===== config.mk =====
export PLATFORM = sky130hd
export DESIGN_NAME = updown_counter_gen_flat
export DESIGN_NICKNAME = d
export VERILOG_FILES = /design/src/rtl/updown_counter_gen_if.sv /design/src/rtl/updown_counter_gen.sv /design/src/flat_wrapper.sv
export SDC_FILE = /design/constraint.sdc
export NUM_CORES = 1
export LEC_CHECK = 0
export ABC_AREA = 1
export ABC_CLOCK_PERIOD_IN_PS = 2900
export CORE_MARGIN = 2
export CORE_UTILIZATION = 53
export CTS_BUF_LIST = sky130_fd_sc_hd__clkbuf_16
export CTS_CLUSTER_SIZE = 24
export DETAILED_ROUTE_END_ITERATION = 8
export PLACE_DENSITY = 0.88
export SLEW_MARGIN = 20
export SYNTH_ARGS = -nofsm -noshare
export SYNTH_HDL_FRONTEND = slang
export SYNTH_SLANG_ARGS = --single-unit

===== constraint.sdc =====
create_clock -name clk -period 2.9 [get_ports clk]
set_input_delay 0.58 -clock clk [delete_from_list [all_inputs] [get_ports clk]]
set_output_delay 0.58 -clock clk [all_outputs]
set_load 0.01 [all_outputs]

===== src/rtl/updown_counter_gen_if.sv =====
// Control/status bundle for updown_counter_gen: count controls and direction button in, count state out.
interface updown_counter_gen_if #(
    parameter int unsigned WIDTH = 8
);
    logic             sclr;
    logic             enable;
    logic             load;
    logic [WIDTH-1:0] data;
    logic             choose;
    logic [WIDTH-1:0] q;
    logic             dir;
    logic             tc;

    modport master (
        output sclr, enable, load, data, choose,
        input  q, dir, tc
    );

    modport slave (
        input  sclr, enable, load, data, choose,
        output q, dir, tc
    );
endinterface


===== src/rtl/updown_counter_gen.sv =====
// Loadable up/down counter with a terminal value, wrap/saturate ends and a synchronised direction button.
// Define UPDOWN_COUNTER_DEBOUNCE_EN to insert a DB_CYCLES stability filter on the button.
module updown_counter_gen #(
    parameter int unsigned      WIDTH     = 8,
    parameter logic [WIDTH-1:0] MAX_VAL   = {WIDTH{1'b1}},
    parameter bit               SATURATE  = 1'b0,
    parameter int unsigned      DB_CYCLES = 16
) (
    input  logic                clk,
    input  logic                clr_n,
    updown_counter_gen_if.slave bus
);

    if (WIDTH < 2 || WIDTH > 32 || DB_CYCLES < 1) begin : g_bad_params
        $error("updown_counter_gen: parameter out of range");
    end

    logic             sync1;
    logic             sync2;
    logic             lvl;
    logic             lvl_q;
    logic             rise_c;
    logic [WIDTH-1:0] q_r;
    logic [WIDTH-1:0] q_next;
    logic             dir_r;
    logic             dir_next;
    logic             tc_r;
    logic             tc_next;

    // Two-flop synchroniser for the asynchronous button
    always_ff @(posedge clk or negedge clr_n) begin
        if (!clr_n) begin
            sync1 <= 1'b0;
            sync2 <= 1'b0;
        end else begin
            sync1 <= bus.choose;
            sync2 <= sync1;
        end
    end

`ifdef UPDOWN_COUNTER_DEBOUNCE_EN
    localparam int unsigned DB_W = (DB_CYCLES > 1) ? $clog2(DB_CYCLES) : 1;

    logic [DB_W-1:0] db_cnt;
    logic            filt;

    // Filtered level follows sync2 only after DB_CYCLES consecutive differing samples
    always_ff @(posedge clk or negedge clr_n) begin
        if (!clr_n) begin
            db_cnt <= '0;
            filt   <= 1'b0;
        end else if (sync2 == filt) begin
            db_cnt <= '0;
        end else if (db_cnt == DB_W'(DB_CYCLES - 1)) begin
            filt   <= sync2;
            db_cnt <= '0;
        end else begin
            db_cnt <= db_cnt + DB_W'(1);
        end
    end

    assign lvl = filt;
`else
    assign lvl = sync2;
`endif

    assign rise_c = lvl & ~lvl_q;

    // Next count, direction and terminal flag; sclr swallows a coincident button edge
    always_comb begin
        q_next   = q_r;
        dir_next = dir_r;
        tc_next  = 1'b0;
        if (bus.sclr) begin
            q_next   = '0;
            dir_next = 1'b0;
        end else begin
            dir_next = dir_r ^ rise_c;
            if (bus.load) begin
                q_next = (bus.data > MAX_VAL) ? MAX_VAL : bus.data;
            end else if (bus.enable) begin
                if (!dir_r) begin
                    if (q_r > MAX_VAL) begin
                        q_next = '0;
                    end else if (q_r == MAX_VAL) begin
                        q_next  = SATURATE ? MAX_VAL : '0;
                        tc_next = 1'b1;
                    end else begin
                        q_next = q_r + WIDTH'(1);
                    end
                end else begin
                    if (q_r > MAX_VAL) begin
                        q_next = MAX_VAL;
                    end else if (q_r == '0) begin
                        q_next  = SATURATE ? '0 : MAX_VAL;
                        tc_next = 1'b1;
                    end else begin
                        q_next = q_r - WIDTH'(1);
                    end
                end
            end
        end
    end

    always_ff @(posedge clk or negedge clr_n) begin
        if (!clr_n) begin
            q_r   <= '0;
            dir_r <= 1'b0;
            tc_r  <= 1'b0;
            lvl_q <= 1'b0;
        end else begin
            q_r   <= q_next;
            dir_r <= dir_next;
            tc_r  <= tc_next;
            lvl_q <= lvl;
        end
    end

    assign bus.q   = q_r;
    assign bus.dir = dir_r;
    assign bus.tc  = tc_r;

endmodule


===== src/flat_wrapper.sv =====
// flat-port wrapper written by rule: the top's interface ports become plain ports
module updown_counter_gen_flat 
#(
    parameter int unsigned      WIDTH     = 8,
    parameter logic [WIDTH-1:0] MAX_VAL   = {WIDTH{1'b1}},
    parameter bit               SATURATE  = 1'b0,
    parameter int unsigned      DB_CYCLES = 16
)
  (clk, clr_n, bus_sclr, bus_enable, bus_load, bus_data, bus_choose, bus_q, bus_dir, bus_tc);
  updown_counter_gen_if #(.WIDTH(WIDTH)) bus_i ();
  input  logic clk;
  input  logic clr_n;
  input wire logic [$bits(bus_i.sclr)-1:0] bus_sclr;
  input wire logic [$bits(bus_i.enable)-1:0] bus_enable;
  input wire logic [$bits(bus_i.load)-1:0] bus_load;
  input wire logic [$bits(bus_i.data)-1:0] bus_data;
  input wire logic [$bits(bus_i.choose)-1:0] bus_choose;
  output wire logic [$bits(bus_i.q)-1:0] bus_q;
  output wire logic [$bits(bus_i.dir)-1:0] bus_dir;
  output wire logic [$bits(bus_i.tc)-1:0] bus_tc;
  assign bus_i.sclr = bus_sclr;
  assign bus_i.enable = bus_enable;
  assign bus_i.load = bus_load;
  assign bus_i.data = bus_data;
  assign bus_i.choose = bus_choose;
  assign bus_q = bus_i.q;
  assign bus_dir = bus_i.dir;
  assign bus_tc = bus_i.tc;
  updown_counter_gen #(.WIDTH(WIDTH), .MAX_VAL(MAX_VAL), .SATURATE(SATURATE), .DB_CYCLES(DB_CYCLES)) u_core (.clk(clk), .clr_n(clr_n), .bus(bus_i));
endmodule

# Word-level counts from Yosys, hierarchy flattened
# Index checks and enable logic that the tools add are counted.
[totals]
register_bits = 13
out_inout_bits = 10
[op_classes]
n_addsub = 2
magnitude_cmp = 2
n_eq_ne = 1
n_mux = 18
n_bitwise = 3
n_reduce_logical = 2
[ops]
columns = ["operator", "count"]
rows = [
  ["8-bit two-way mux", 9],
  ["8-bit greater-than comparator (second input constant)", 2],
  ["1-bit two-way mux", 9],
  ["8-bit by 1-bit adder with 8-bit output (second input constant)", 1],
  ["8-bit equality test (second input constant)", 1],
  ["8-bit zero test", 1],
  ["8-bit by 1-bit subtractor with 8-bit output (second input constant)", 1],
  ["3-bit nonzero test", 1],
  ["1-bit bitwise AND", 1],
  ["1-bit NOT", 1],
  ["1-bit XOR", 1],
]

# Logic depth before layout (Yosys ltp)
# Gate-level depths: netlist of the first run.
[logic_depth]
depth_word = 7
mapped_depth = 11
ltp_nobuf = 10

# Worst setup path after synthesis of the first run
# Ideal clock, no wire load.
[synth_timing]
path_kind = "register -> register"
from = "register u_core.q_r[0] (netlist: u_core.bus.q[0])"
to = "register u_core.q_r[6] (netlist: u_core.bus.q[6])"
setup_ns = 0.116
t_arrival_ns = 1.269
required_time_ns = 2.784
slack_ns = 1.514
path_stages_with_launch = 11
path_buffers = 0
synth_period_minus_slack_ns = 1.386
path_cell_list = "dfrtp_1 -> ha_1 -> nand3_1 -> nor2_2 -> nand2_1 -> nand2_1 -> nand3_1 -> nand2_1 -> nand2_1 -> nand2_1 -> nand2_1"
[synth_between]
elab_chain_cells = 7
[synth_rtl]
columns = ["element", "line_no", "rtl"]
rows = [
  ["start, declared", "updown_counter_gen.sv:23", "logic [WIDTH-1:0] q_r;"],
  ["start signal, assigned", "updown_counter_gen.sv:112", "q_r <= q_next;"],
  ["8-bit by 1-bit adder with 8-bit output (tied with other cells)", "updown_counter_gen.sv:89", "q_next = q_r + WIDTH'(1);"],
  ["8-bit two-way mux (on tied branches)", "updown_counter_gen.sv:85, updown_counter_gen.sv:94", ""],
  ["8-bit two-way mux (on tied branches)", "updown_counter_gen.sv:83, updown_counter_gen.sv:92", ""],
  ["8-bit two-way mux *", "updown_counter_gen.sv:82", "if (!dir_r) begin"],
  ["8-bit two-way mux *", "updown_counter_gen.sv:81", "end else if (bus.enable) begin"],
  ["8-bit two-way mux *", "updown_counter_gen.sv:79", "if (bus.load) begin"],
  ["8-bit two-way mux *", "updown_counter_gen.sv:74", "if (bus.sclr) begin"],
]
# Every way passes the cells marked *; elsewhere a longest branch is shown, timed or not. The select of a mux whose other input is x is not followed.
# A chain may end at the register's enable or synchronous reset.

# Worst setup path after layout of the first run
[layout_timing]
from = "register u_core.q_r[5] (netlist: u_core.bus.q[5])"
to = "output port bus_q[5]"
[layout_lines]
columns = ["element", "line_no", "rtl"]
rows = [
  ["end, declared", "flat_wrapper.sv:18", "output wire logic [$bits(bus_i.q)-1:0] bus_q;"],
]
# No word-level cell between the ends.

==> flow_summary_export.csv, run 1 <==
group,metric,value,unit
floorplanning,start_util,54.87,%
worst_setup_path,slowest_delay,0.61,ns
timing,fin_crit_sh,68.25,%
run_status,outcome,"finished, final reports clean",
placed_design,placed_area,1269,sq um
floorplanning,die_h,48.37,um
logic_synthesis,syn_area,1044,sq um
timing,max_freq,0.5053,GHz
logic_synthesis,synth_compound_area_share,6.115,%
logic_synthesis,ys_ff_latch,13,
final_layout,syn_to_final_growth,29.14,%
final_layout,utilization,70.86,%
grt,gr-total-overflow,0,
power,p_leak,0.0006568,uW
grt,grt_max_degree,17,
worst_setup_path,crit_buf_inv,1,
worst_setup_path,slowest_stage,"clkdlybuf4s50_1",
worst_setup_path,crit_type,"reg2out",
timing,fin_tns_setup,0,ns
min_path,min_path_type,"reg2reg",
floorplanning,core_area,1902,sq um
logic_synthesis,synthTopCellsByArea,"dfrtp_1 (31%), nand2_1 (22%), nand3_1 (8.6%)",
route,ant_nets,0,
timing,drv_slew,0,
worst_setup_path,path_cells,"clkdlybuf4s50_1",
worst_setup_path,crit_path_end_kind,"output pin",
floorplanning,fp.dieW,48.37,um
clock_tree,clock_latency,0.24,ns
timing,rsz0062_at_grt,"no",
timing,worst_slew_pin_slew,0.5872,ns
route,wirelength,2761,um
logic_synthesis,synthAdderAreaFrac,3.597,%
floorplanning,rows,16,
placed_design,port_buffers,23,
worst_setup_path,cp_max_fo,11,
worst_setup_path,required,2.32,ns
logic_synthesis,synth_nets,183,
logic_synthesis,avgSynthCellArea,6.286,sq um
clock_tree,h-tree-depth,1,
logic_synthesis,ys_warn_count,0,
final_layout,mostFrequentLayoutCells,"nand2_1 (60), clkdlybuf4s50_1 (23), nor2_1 (21)",
logic_synthesis,synth_top_family_by_area,"simple AND/OR/NAND/NOR gates",
timing,setup_viol,0,
grt,grt_util_all_layers,26.36,%
clock_tree,cts_buffer_depth,2,
timing,finalHoldViolations,0,
final_layout,layout-drive-gt1-share,10.16,%
power,vdd_drop_max,476.0,uV
route,dr.pass1.iters,4,
timing,clock_skew,0.005434,ns
route,drt_iter0_drc,25,
timing,maxSlewHeadroom,60.73,%
route,vias,1116,
timing,period_minus_slack,1.979,ns
clock_tree,hold_buffers,0,
logic_synthesis,ys_types,19,
logic_synthesis,yosysSeqAreaShare,31.18,%
logic_synthesis,yosys.area_share.xor_xnor,2.518,%
clock_tree,clkSinkCount,13,
final_layout,fin_area,1348,sq um
floorplanning,die_area,2340,sq um
clock_tree,clk_root_buffer_cell,"clkbuf_16",
route,vias_per_cell,5.215,
clock_tree,cts_tree,"done",
logic_synthesis,yosys.area_share.simple,46.40,%
final_layout,final_common_cell,"nand2_1",
clock_tree,cts_buffers,3,
flow_run,cap_viol_max_count,0,
grt,antenna_found_initial,0,
clock_tree,clk_pin_slew,0.05,ns
power,p_per_area,494.7,nW/um^2
worst_setup_path,critical_path.top_delay_family,"buffers and inverters",
worst_setup_path,cp-start-kind,"register",
logic_synthesis,synth.mux.area_fraction,0,%
route,drcViolationCount,0,
floorplanning,num_io_pins,24,
worst_setup_path,cp.arrival,1.40,ns
grt,grt_pass1_wl,4733,um
final_layout,diodes,0,
grt,grt_pass1_vias,1048,
logic_synthesis,synthCells,166,
logic_synthesis,synth_top_area_cell,"dfrtp_1",
placed_design,place.gp.congestion,0.8830,
placed_design,dpl.hpwl,2072,um
clock_tree,postCtsSetupRepairBufs,0,
route,wire_per_inst,12.90,um
logic_synthesis,synth_top_area_share,31.18,%
final_layout,nets,205,
clock_tree,cts_resized,0,
## routing by layer
layer | vias up | track usage [%] | part of all wire (%)
met5 | - | 0 | 0
met4 | 0 | 14.76 | 3.5
met3 | 9 | 3.086 | 5.5
met2 | 45 | 46.53 | 51
met1 | 504 | 31.08 | 40
li1 | 558 | - | -
## power by group
part | internal, uW | switching (uW) | leakage (uW)
combinational | 82.6 | 102 | 0.000449
clock | 181 | 73.2 | 0.0000423
sequential | 196 | 31.8 | 0.000165
total | 460 | 207 | 0.000657
## final timing paths
| path | from | to | slack (ns) | cells after the start |
|---|---|---|---|---|
| setup / recovery | u_core.bus.q[5] | bus_q[5] | 0.92 | 1 |
| hold / removal | u_core.sync1 | u_core.lvl | 0.36 | 0 |
| setup reg to reg | u_core.bus.q[0] | u_core.bus.q[1] | 1.25 | 5 |
| hold reg to reg | u_core.sync1 | u_core.lvl | 0.36 | 0 |
| max in group asynchronous | clr_n | u_core.bus.q[7] | 1.80 | 1 |
| min in group asynchronous | clr_n | u_core.bus.q[0] | 0.71 | 1 |
## area by class of cell
class / instances / area [sq um]
Clock inverter: 1 / 3.754
Multi-Input combinational cell: 129 / 611.8
Fill cell: 153 / 554.3
Inverter: 18 / 67.56
Tap cell: 27 / 33.78
Sequential cell: 13 / 325.3
Timing Repair Buffer: 23 / 230.2
Clock buffer: 3 / 75.07
## Yosys cell counts (all sizes together)
library cell	instances
xnor2	1
a21oi	3
dfrtp	13
buf	6
o21ai	8
ha	3
o32ai	1
nand2	63
inv	18
xor2	2
nand3	18
nor2	30
## flip-flops by register name, summed over array words and instances (netlist names)
register        flops
u_core.bus.q        8
u_core.bus.dir      1
u_core.bus.tc       1
u_core.lvl          1
u_core.lvl_q        1
u_core.sync1        1
## logic make-up after synthesis
logic type | after synthesis
and+or+nand+nor | 111
buffers and inverters | 24
DFF | 13
AOI/OAI and AO/OA | 12
xor gates and xnor gates | 3
adders and majority gates | 3
## per-stage QoR
step / instances / power (uW) / worst slack, ns / hold slack (ns)
after floorplan: 166 / 343.5 / 1.514 / 0.2844
after global placement: 210 / 403.7 / 1.061 / 0.3447
after detailed placement: 210 / 411.4 / 0.9022 / 0.3378
after CTS: 214 / 670.0 / 0.9181 / 0.3571
after global routing: 214 / 699.5 / 0.8408 / 0.3598
final: 214 / 666.6 / 0.9208 / 0.3589
Power figures use the tool's default switching activity.
==> run 2: changes to the inputs <==
--- a/config.mk
+++ b/config.mk
@@ -6,13 +6,13 @@
 export NUM_CORES = 1
 export LEC_CHECK = 0
 export ABC_AREA = 1
-export ABC_CLOCK_PERIOD_IN_PS = 2900
+export ABC_CLOCK_PERIOD_IN_PS = 1700
 export CORE_MARGIN = 2
-export CORE_UTILIZATION = 53
+export CORE_UTILIZATION = 44
 export CTS_BUF_LIST = sky130_fd_sc_hd__clkbuf_16
 export CTS_CLUSTER_SIZE = 24
 export DETAILED_ROUTE_END_ITERATION = 8
-export PLACE_DENSITY = 0.88
+export PLACE_DENSITY = 0.78
 export SLEW_MARGIN = 20
 export SYNTH_ARGS = -nofsm -noshare
 export SYNTH_HDL_FRONTEND = slang
==> constraint.sdc (replaced) <==
create_clock -name clk -period 1.7 [get_ports clk]
set_input_delay 0.34 -clock clk [delete_from_list [all_inputs] [get_ports clk]]
set_output_delay 0.34 -clock clk [all_outputs]
set_load 0.01 [all_outputs]
==> run 2 against run 1 <==
Effect of this change: clock-buffer cell count did not move; cell count increased by 2.3%; via count shrank 0.81%; setup slack got worse by 0.87 ns; sequential cell count unchanged; non-clock buffer count rose by 4; routed wire length is 0.29% lower; utilization fell by 8.8 points; critical path depth unchanged; cell area up 2.9%; critical endpoint unchanged.
==> flow_summary_export.csv, run 2 (synthesis gave the netlist of run 1 again) <==
group,metric,value,unit
placed_design,dpl.hpwl,1983,um
worst_setup_path,cp-start-kind,"register",
route,drcViolationCount,0,
power,switchingPower,359.6,uW
floorplanning,start_util,46.72,%
timing,fin_tns_setup,0,ns
clock_tree,postCtsSetupRepairBufs,0,
clock_tree,cts_buffer_depth,2,
clock_tree,hold_buffers,0,
timing,hold_ws,0.3663,ns
grt,use_met2,37.29,%
clock_tree,clk_root_buffer_cell,"clkbuf_16",
timing,worst_slew_pin_slew,0.4127,ns
timing,rsz0062_at_grt,"no",
grt,grt_pass1_vias,1065,
grt,antenna_found_initial,0,
clock_tree,cts_tree,"done",
final_layout,fin_cells,219,
route,vias,1107,
final_layout,diodes,0,
timing,setup_viol,0,
timing,period_minus_slack,1.648,ns
floorplanning,die_h,52.70,um
grt,grt_util_all_layers,23.10,%
floorplanning,fp.dieW,52.70,um
grt,busiest_layer,"met2",
floorplanning,num_io_pins,24,
grt,gr-total-overflow,0,
timing,max_freq,0.6070,GHz
worst_setup_path,slowest_stage,"clkdlybuf4s50_1",
timing,clock_skew,0.003312,ns
power,seq_power_share,33.5,%
power,internal_power,795.0,uW
power,power_frac_comb,28.1,%
timing,fin_crit_sh,96.92,%
grt,grt_pass1_wl,4712,um
worst_setup_path,crit_type,"reg2out",
clock_tree,clk_pin_slew,0.05,ns
floorplanning,rows,17,
timing,finalHoldViolations,0,
final_layout,layout-drive-gt1-share,15.18,%
run_status,outcome,"finished, final reports clean",
timing,maxSlewHeadroom,72.45,%
route,ant_nets,0,
grt,use_met1,30.44,%
min_path,min_path_type,"reg2reg",
flow_run,cap_viol_max_count,0,
floorplanning,die_area,2777,sq um
final_layout,mostFrequentLayoutCells,"nand2_1 (60), clkdlybuf4s50_1 (23), nor2_1 (21)",
route,dr.pass1.iters,4,
worst_setup_path,required,1.36,ns
power,swShare,31.15,%
worst_setup_path,slowest_delay,0.58,ns
final_layout,final_common_cell,"nand2_1",
clock_tree,clock_latency,0.24,ns
power,vdd_drop_max,825.2,uV
placed_design,port_buffers,23,
final_layout,syn_to_final_growth,32.85,%
placed_design,place.gp.congestion,0.9114,
worst_setup_path,path_cells,"clkdlybuf4s50_1",
worst_setup_path,cp.arrival,1.31,ns
route,wirelength,2753,um
clock_tree,clkSinkCount,13,
timing,drv_slew,0,
grt,use_met3,4.571,%
power,clockPowerShare,38.4,%
worst_setup_path,crit_path_end_kind,"output pin",
worst_setup_path,crit_buf_inv,1,
final_layout,nets,209,
route,drt_iter0_drc,30,
worst_setup_path,cp_max_fo,11,
final_layout,largest_reg_flops,8,
clock_tree,cts_buffers,3,
placed_design,dpl.cell_count,215,
power,p_per_area,832.8,nW/um^2
power,p_leak,0.0006679,uW
route,vias_per_cell,5.055,
grt,grt_max_degree,14,
worst_setup_path,critical_path.top_delay_family,"buffers and inverters",
route,wire_per_inst,12.57,um
floorplanning,core_area,2233,sq um
clock_tree,h-tree-depth,1,
==> run 2: layer usage <==
metal / routed length (um) / vias to the layer above / part of all wire, %
met5: 0 / - / 0
met4: 62 / 0 / 2.3
met3: 166 / 9 / 6.0
met2: 1373 / 36 / 50
met1: 1150 / 499 / 42
li1: - / 563 / -
==> run 2: final timing paths <==
path,cells after the start,start,to,slack (ns)
setup reg to reg,10,u_core.bus.q[1],u_core.bus.q[6],0.19
setup / recovery,1,u_core.bus.q[5],bus_q[5],0.05
hold / removal,0,u_core.sync1,u_core.lvl,0.37
min in group asynchronous,2,clr_n,u_core.bus.q[1],0.41
max in group asynchronous,2,clr_n,u_core.bus.q[7],1.10
hold reg to reg,0,u_core.sync1,u_core.lvl,0.37
==> run 2: layout make-up <==
class	count	area, sq um
multi-input combinational	129	611.8
clock buffer	3	75.07
tap	28	35.03
sequential	13	332.8
fill	201	847.1
timing repair buffer	27	260.3
clock inverter	1	3.754
inverter	18	67.56
==> run 2: power by group through the flow <==
stage / sequential, uW / combinational, uW / clock, uW
floorplan: 373 / 213 / 0
global placement: 385 / 312 / 0
finish: 387 / 325 / 443
global route: 392 / 366 / 463
detailed placement: 388 / 320 / 0
CTS: 386 / 324 / 449
==> run 2: stage by stage <==
stage,utilization (%),cell area [sq um],worst slack (ns),power (uW)
6_report,62.07,1386,0.05244,1155
3_5_place_dp,58.21,1300,0.1092,708.3
5_1_grt,62.07,1386,0.008745,1221
3_3_place_gp,58.21,1300,0.1533,697.6
2_1_floorplan,-,1044,0.3145,586.0
4_1_cts,61.96,1384,0.02846,1160
==> run 2: repair_timing <==
item	4_1_cts	5_1_grt
cloned	0	0
gates resized for setup	4	2
endpoints found under the setup margin	4	2
==> RTL change 1: new RTL, settings of run 1 <==
`SATURATE` is set to 1'b0 in 2 places; all go to 1'b1.
--- a/src/rtl/updown_counter_gen.sv
+++ b/src/rtl/updown_counter_gen.sv
@@ -3,7 +3,7 @@
 module updown_counter_gen #(
     parameter int unsigned      WIDTH     = 8,
     parameter logic [WIDTH-1:0] MAX_VAL   = {WIDTH{1'b1}},
-    parameter bit               SATURATE  = 1'b0,
+    parameter bit               SATURATE  = 1'b1,
     parameter int unsigned      DB_CYCLES = 16
 ) (
     input  logic                clk,
--- a/src/flat_wrapper.sv
+++ b/src/flat_wrapper.sv
@@ -3,7 +3,7 @@
 #(
     parameter int unsigned      WIDTH     = 8,
     parameter logic [WIDTH-1:0] MAX_VAL   = {WIDTH{1'b1}},
-    parameter bit               SATURATE  = 1'b0,
+    parameter bit               SATURATE  = 1'b1,
     parameter int unsigned      DB_CYCLES = 16
 )
   (clk, clr_n, bus_sclr, bus_enable, bus_load, bus_data, bus_choose, bus_q, bus_dir, bus_tc);
Function: changed (a bounded check fails within 4 cycles, from zero or initial values).
==> RTL change 1 against run 1 <==
Critical path depth unchanged. Sequential share of layout area shrank 1.2 points. Final area rose by 5.4%. Wire length increased by 6.5%. Total power rose by 3.5%. Largest cell class unchanged. Setup slack worse by 0.11 ns. Worst hold slack got worse by 0.011 ns. Highest routed layer unchanged. Global-route usage is 1.6 points lower. Sequential cell count unchanged. Count of clock-buffer cells in the layout unchanged. Area after synthesis grew 9.7%.
==> RTL change 1: results (changes against run 1) <==
- Seq area share: 22.9% (was 24.1%)
- Vias in the first global route: 1087 (was 1048)
- Least-Margin Pin Slew: 0.597 ns (was 0.587 ns)
- Grt met3 use: 2.98% (was 3.09%)
- Synth cell count leaders: nand2_1 (56), nor2_1 (17), nand3_1 (14), dfrtp_1 (13), inv_1 (11) (was nand2_1 (60), nor2_1 (21), nand3_1 (18), inv_1 (14), dfrtp_1 (13))
- Gr usage total: 24.7% (was 26.4%)
- Routability cong.: 0.911 (was 0.883)
- Clock skew: 0.00295 ns (was 0.00543 ns)
- Post-DP HPWL: 2.09 mm (was 2.07 mm)
- Met1 track demand over resource: 32.1% (was 31.1%)
- Worst VDD drop: 457 uV (was 476 uV)
- Met2 Wirelength: 1.49 mm (was 1.41 mm)
- P_sw: 223 uW (was 207 uW)
- Area of the multi-input gates: 683 um^2 (was 612 um^2)
- CP max stage cell: dfrtp_1 (was clkdlybuf4s50_1)
- Worst EP arrival: 1.51 ns (was 1.40 ns)
- Post-synthesis compound-gate area fraction: 11.0% (was 6.12%)
- Comb_multi_in: 130 (was 129)
- Worst path top cell family by delay: flip-flops (was buffers and inverters)
- Sequential area share after synthesis: 28.4% (was 31.2%)
- Total power: 690 uW (was 667 uW)
- Crit path max fanout: 14 (was 11)
- Largest net degree at the start of global routing: 15 (was 17)
- Logic power comb: 204 uW (was 184 uW)
- Crit-path max cell delay: 0.64 ns (was 0.61 ns)
- Met3 wire len: 120 um (was 151 um)
- Total number of vias: 1162 (was 1116)
- Status: finished clean (unchanged)
- Synth area leaders: dfrtp_1 (28%), nand2_1 (18%), nand3_1 (6.1%) (was dfrtp_1 (31%), nand2_1 (22%), nand3_1 (8.6%))
-- RTL change 1: cell count changes after synthesis, sizes merged, moves of 2 or more --
cell   before  now
nor2       30   24
a21oi       3    5
inv        18   15
nand4       0    3
nand3      18   15
nand2      63   60
o21ai       8   14
-- RTL change 1: stage by stage --
stage | hold slack (ns) | std cells | instance area (um^2) | setup slack, ns | utilization [%]
final | 0.348 | 213 | 1420 | 0.807 | 70.9
after detailed placement | 0.341 | 209 | 1340 | 0.913 | 67.0
after global placement | 0.343 | 209 | 1340 | 1.01 | 67.0
after global routing | 0.363 | 213 | 1420 | 0.743 | 70.9
after CTS | 0.350 | 213 | 1420 | 0.812 | 70.9
after floorplan | 0.284 | 165 | 1140 | 1.46 | -
-- RTL change 1: worst reg2reg max path, cell delays in order, from the launching register on --
cell     delay (ns)
dfrtp_1        0.44
inv_2          0.18
ha_1           0.17
nor3b_2        0.23
nand3_2        0.21
nand3_1        0.18
nand2_1        0.09
nand2_1        0.10
nand2_1        0.06
==> RTL change 2: new RTL, flow settings as in run 1 <==
Made on the original files. Take the reset off `q_r` and load it in a clocked block of its own.
--- a/src/rtl/updown_counter_gen.sv
+++ b/src/rtl/updown_counter_gen.sv
@@ -104,16 +104,18 @@
 
     always_ff @(posedge clk or negedge clr_n) begin
         if (!clr_n) begin
-            q_r   <= '0;
             dir_r <= 1'b0;
             tc_r  <= 1'b0;
             lvl_q <= 1'b0;
         end else begin
-            q_r   <= q_next;
             dir_r <= dir_next;
             tc_r  <= tc_next;
             lvl_q <= lvl;
         end
+    end
+
+    always_ff @(posedge clk) begin
+        q_r <= q_next;
     end
 
     assign bus.q   = q_r;
Behaviour: not the same (Yosys sat finds a counterexample within 4 cycles, from zero or initial values; the reset may be asserted at any time).
==> RTL change 2 against run 1 <==
Sequential power fell by 6%. Total power fell by 7.3%. Final area fell by 8.4%. Utilization rose by 2.3 points. Sequential cell count did not move. Largest cell class unchanged. Wire length fell by 1.3%. Setup slack got worse by 0.13 ns. Sequential share of layout area fell by 1.0 points. Global-route usage rose by 2.0 points. Critical path type unchanged. Area after synthesis fell by 11%. Worst hold slack improved by 0.0027 ns.
==> RTL change 2: results (changes against run 1) <==
- Cells after DPL: 174 (was 210)
- Share of layout cells above drive strength 1: 8.07% (was 10.2%)
- H-tree Lvls: 1 (unchanged)
- Clock Latency Late Sink: 0.24 ns (about the same)
- Syn_area_per_cell: 6.85 um^2 (was 6.29 um^2)
- Synth area leaders: dfxtp_1 (17%), dfrtp_1 (13%), nand2_1 (12%) (was dfrtp_1 (31%), nand2_1 (22%), nand3_1 (8.6%))
- Routed WL per cell: 15.3 um (was 12.9 um)
- DRT iter0 DRCs: 35 (was 25)
- CTS Buf Count: 3 (unchanged)
- Hold crit path type: register to register (unchanged)
- Pre-antenna DRT Iters: 4 (unchanged)
- Ys async rst share: 38.5% (was 100%)
- Fillers: 127 (was 153)
- Top FF cell, synth: dfxtp_1 (was dfrtp_1)
- Clock skew: 0.00199 ns (was 0.00543 ns)
- Largest net degree at the start of global routing: 15 (was 17)
- Post-CTS sizing: 0 (unchanged)
- Synth cell count leaders: nand2_1 (31), inv_1 (18), nor2_1 (16), nand3_1 (10), dfxtp_1 (8) (was nand2_1 (60), nor2_1 (21), nand3_1 (18), inv_1 (14), dfrtp_1 (13))
- Crit path max fanout: 14 (was 11)
- Routability cong.: 0.939 (was 0.883)
- Internal power: 441 uW (was 460 uW)
- Least-Margin Pin Slew: 0.496 ns (was 0.587 ns)
- Static leakage: 0.000557 uW (was 0.000657 uW)
- Gr usage total: 28.4% (was 26.4%)
- Syn_nets: 153 (was 183)
- CTS clk-pin slew, worst paths: 0.05 ns (about the same)
- Cell Count, Final, Fillers Out: 178 (was 214)
- Max reg flops: 8 (unchanged)
- Worst path top cell family by delay: flip-flops (was buffers and inverters)
- Antenna violations before repair: 0 (unchanged)
- Port bufs: 23 (unchanged)
- Worst VDD drop: 483 uV (was 476 uV)
- Antenna diodes: 0 (unchanged)
- Crit-path max cell delay: 0.65 ns (was 0.61 ns)
- Place WS: 1.01 ns (was 0.902 ns)
- Clk buf depth: 2 (unchanged)
- Root buf cell: clkbuf_16 (unchanged)
- First-pass GRT wire length: 4.33 mm (was 4.73 mm)
- Worst EP arrival: 1.53 ns (was 1.40 ns)
- Synth cell types: 25 (was 19)
- DR vias/cell: 5.89 (was 5.21)
- Vias in the first global route: 951 (was 1048)
- CP max stage cell: dfrtp_1 (was clkdlybuf4s50_1)
- Sequential area share after synthesis: 30.6% (was 31.2%)
- Total number of yosys warnings: 0 (unchanged)
- Post-CTS Setup Repair Bufs: 0 (unchanged)
- Hold Violations, Final: 0 (unchanged)
- Status: finished clean (unchanged)
- Post-DP HPWL: 1.84 mm (was 2.07 mm)
-- RTL change 2: cell types whose count changed after synthesis, moves of 5 or more --
cell	change
dfrtp_1	-8
dfxtp_1	+8
nand2_1	-29
nand3_1	-8
nand4_1	+5
nor2_1	-5
-- RTL change 2: worst paths after layout --
| kind | startpoint | end | slack (ns) | depth (start not counted) |
|---|---|---|---|---|
| worst max-delay path | u_core.bus.dir | bus_dir | 0.79 | 1 |
| worst min-delay path | u_core.sync1 | u_core.lvl | 0.36 | 0 |
| worst max register to register | u_core.bus.q[0] | u_core.bus.q[4] | 1.33 | 9 |
| worst min register to register | u_core.sync1 | u_core.lvl | 0.36 | 0 |
| max in group asynchronous | clr_n | u_core.bus.dir | 2.15 | 1 |
| min in group asynchronous | clr_n | u_core.bus.tc | 0.56 | 1 |
-- RTL change 2: through the flow --
| stage | hold slack, ns | instance area, um^2 | power, uW | utilization [%] |
|---|---|---|---|---|
| final | 0.362 | 1230 | 618 | 73.1 |
| after global routing | 0.362 | 1230 | 640 | 73.1 |
| after CTS | 0.362 | 1230 | 614 | 73.1 |
| after detailed placement | 0.348 | 1160 | 355 | 68.4 |
| after global placement | 0.347 | 1160 | 354 | 68.4 |
| after floorplan | 0.284 | 932 | 298 | - |
-- RTL change 2: cell type report --
class	instances	area (um^2)	area share, %
multi-input combinational	101	544	44.1
sequential	13	285	23.1
timing repair buffer	23	230	18.6
clock buffer	3	75.1	6.08
inverter	20	75.1	6.08
tap	17	21.3	1.72
clock inverter	1	3.75	0.304
-- RTL change 2: logic make-up after synthesis --
family                   count (synthesis)  synth area share (%)
XOR/XNOR                                 4                  3.76
flip-flops                              13                  30.6
AND/OR/NAND/NOR                         71                  34.9
adder cells (fa/ha/maj)                  3                  4.03
buffers and inverters                   22                  11.0
AO/OA/AOI/OAI                           23                  15.7
-- RTL change 2: worst register-to-register path: cells and delay by family, from the launching register on --
family	cells	cell delay, ns
simple gates	5	0.49
flops	1	0.34
buf+inv	2	0.21
fa+ha+maj	1	0.20
compound gates	1	0.20
-- RTL change 2: metal layers --
layer	GRT usage (%)	share of wire, %	up-vias
li1	-	-	498
met1	36.0	41	477
met2	45.6	49	57
met3	5.56	6.5	16
met4	13.7	4.0	0
met5	0	0	-
-- RTL change 2: power groups by stage --
stage / Sequential (uW) / Clock [uW] / Combinational (uW)
CTS: 214 / 257 / 142
detailed placement: 217 / 0 / 138
global route: 216 / 263 / 160
floorplan: 215 / 0 / 83.4
finish: 215 / 260 / 143
global placement: 217 / 0 / 137
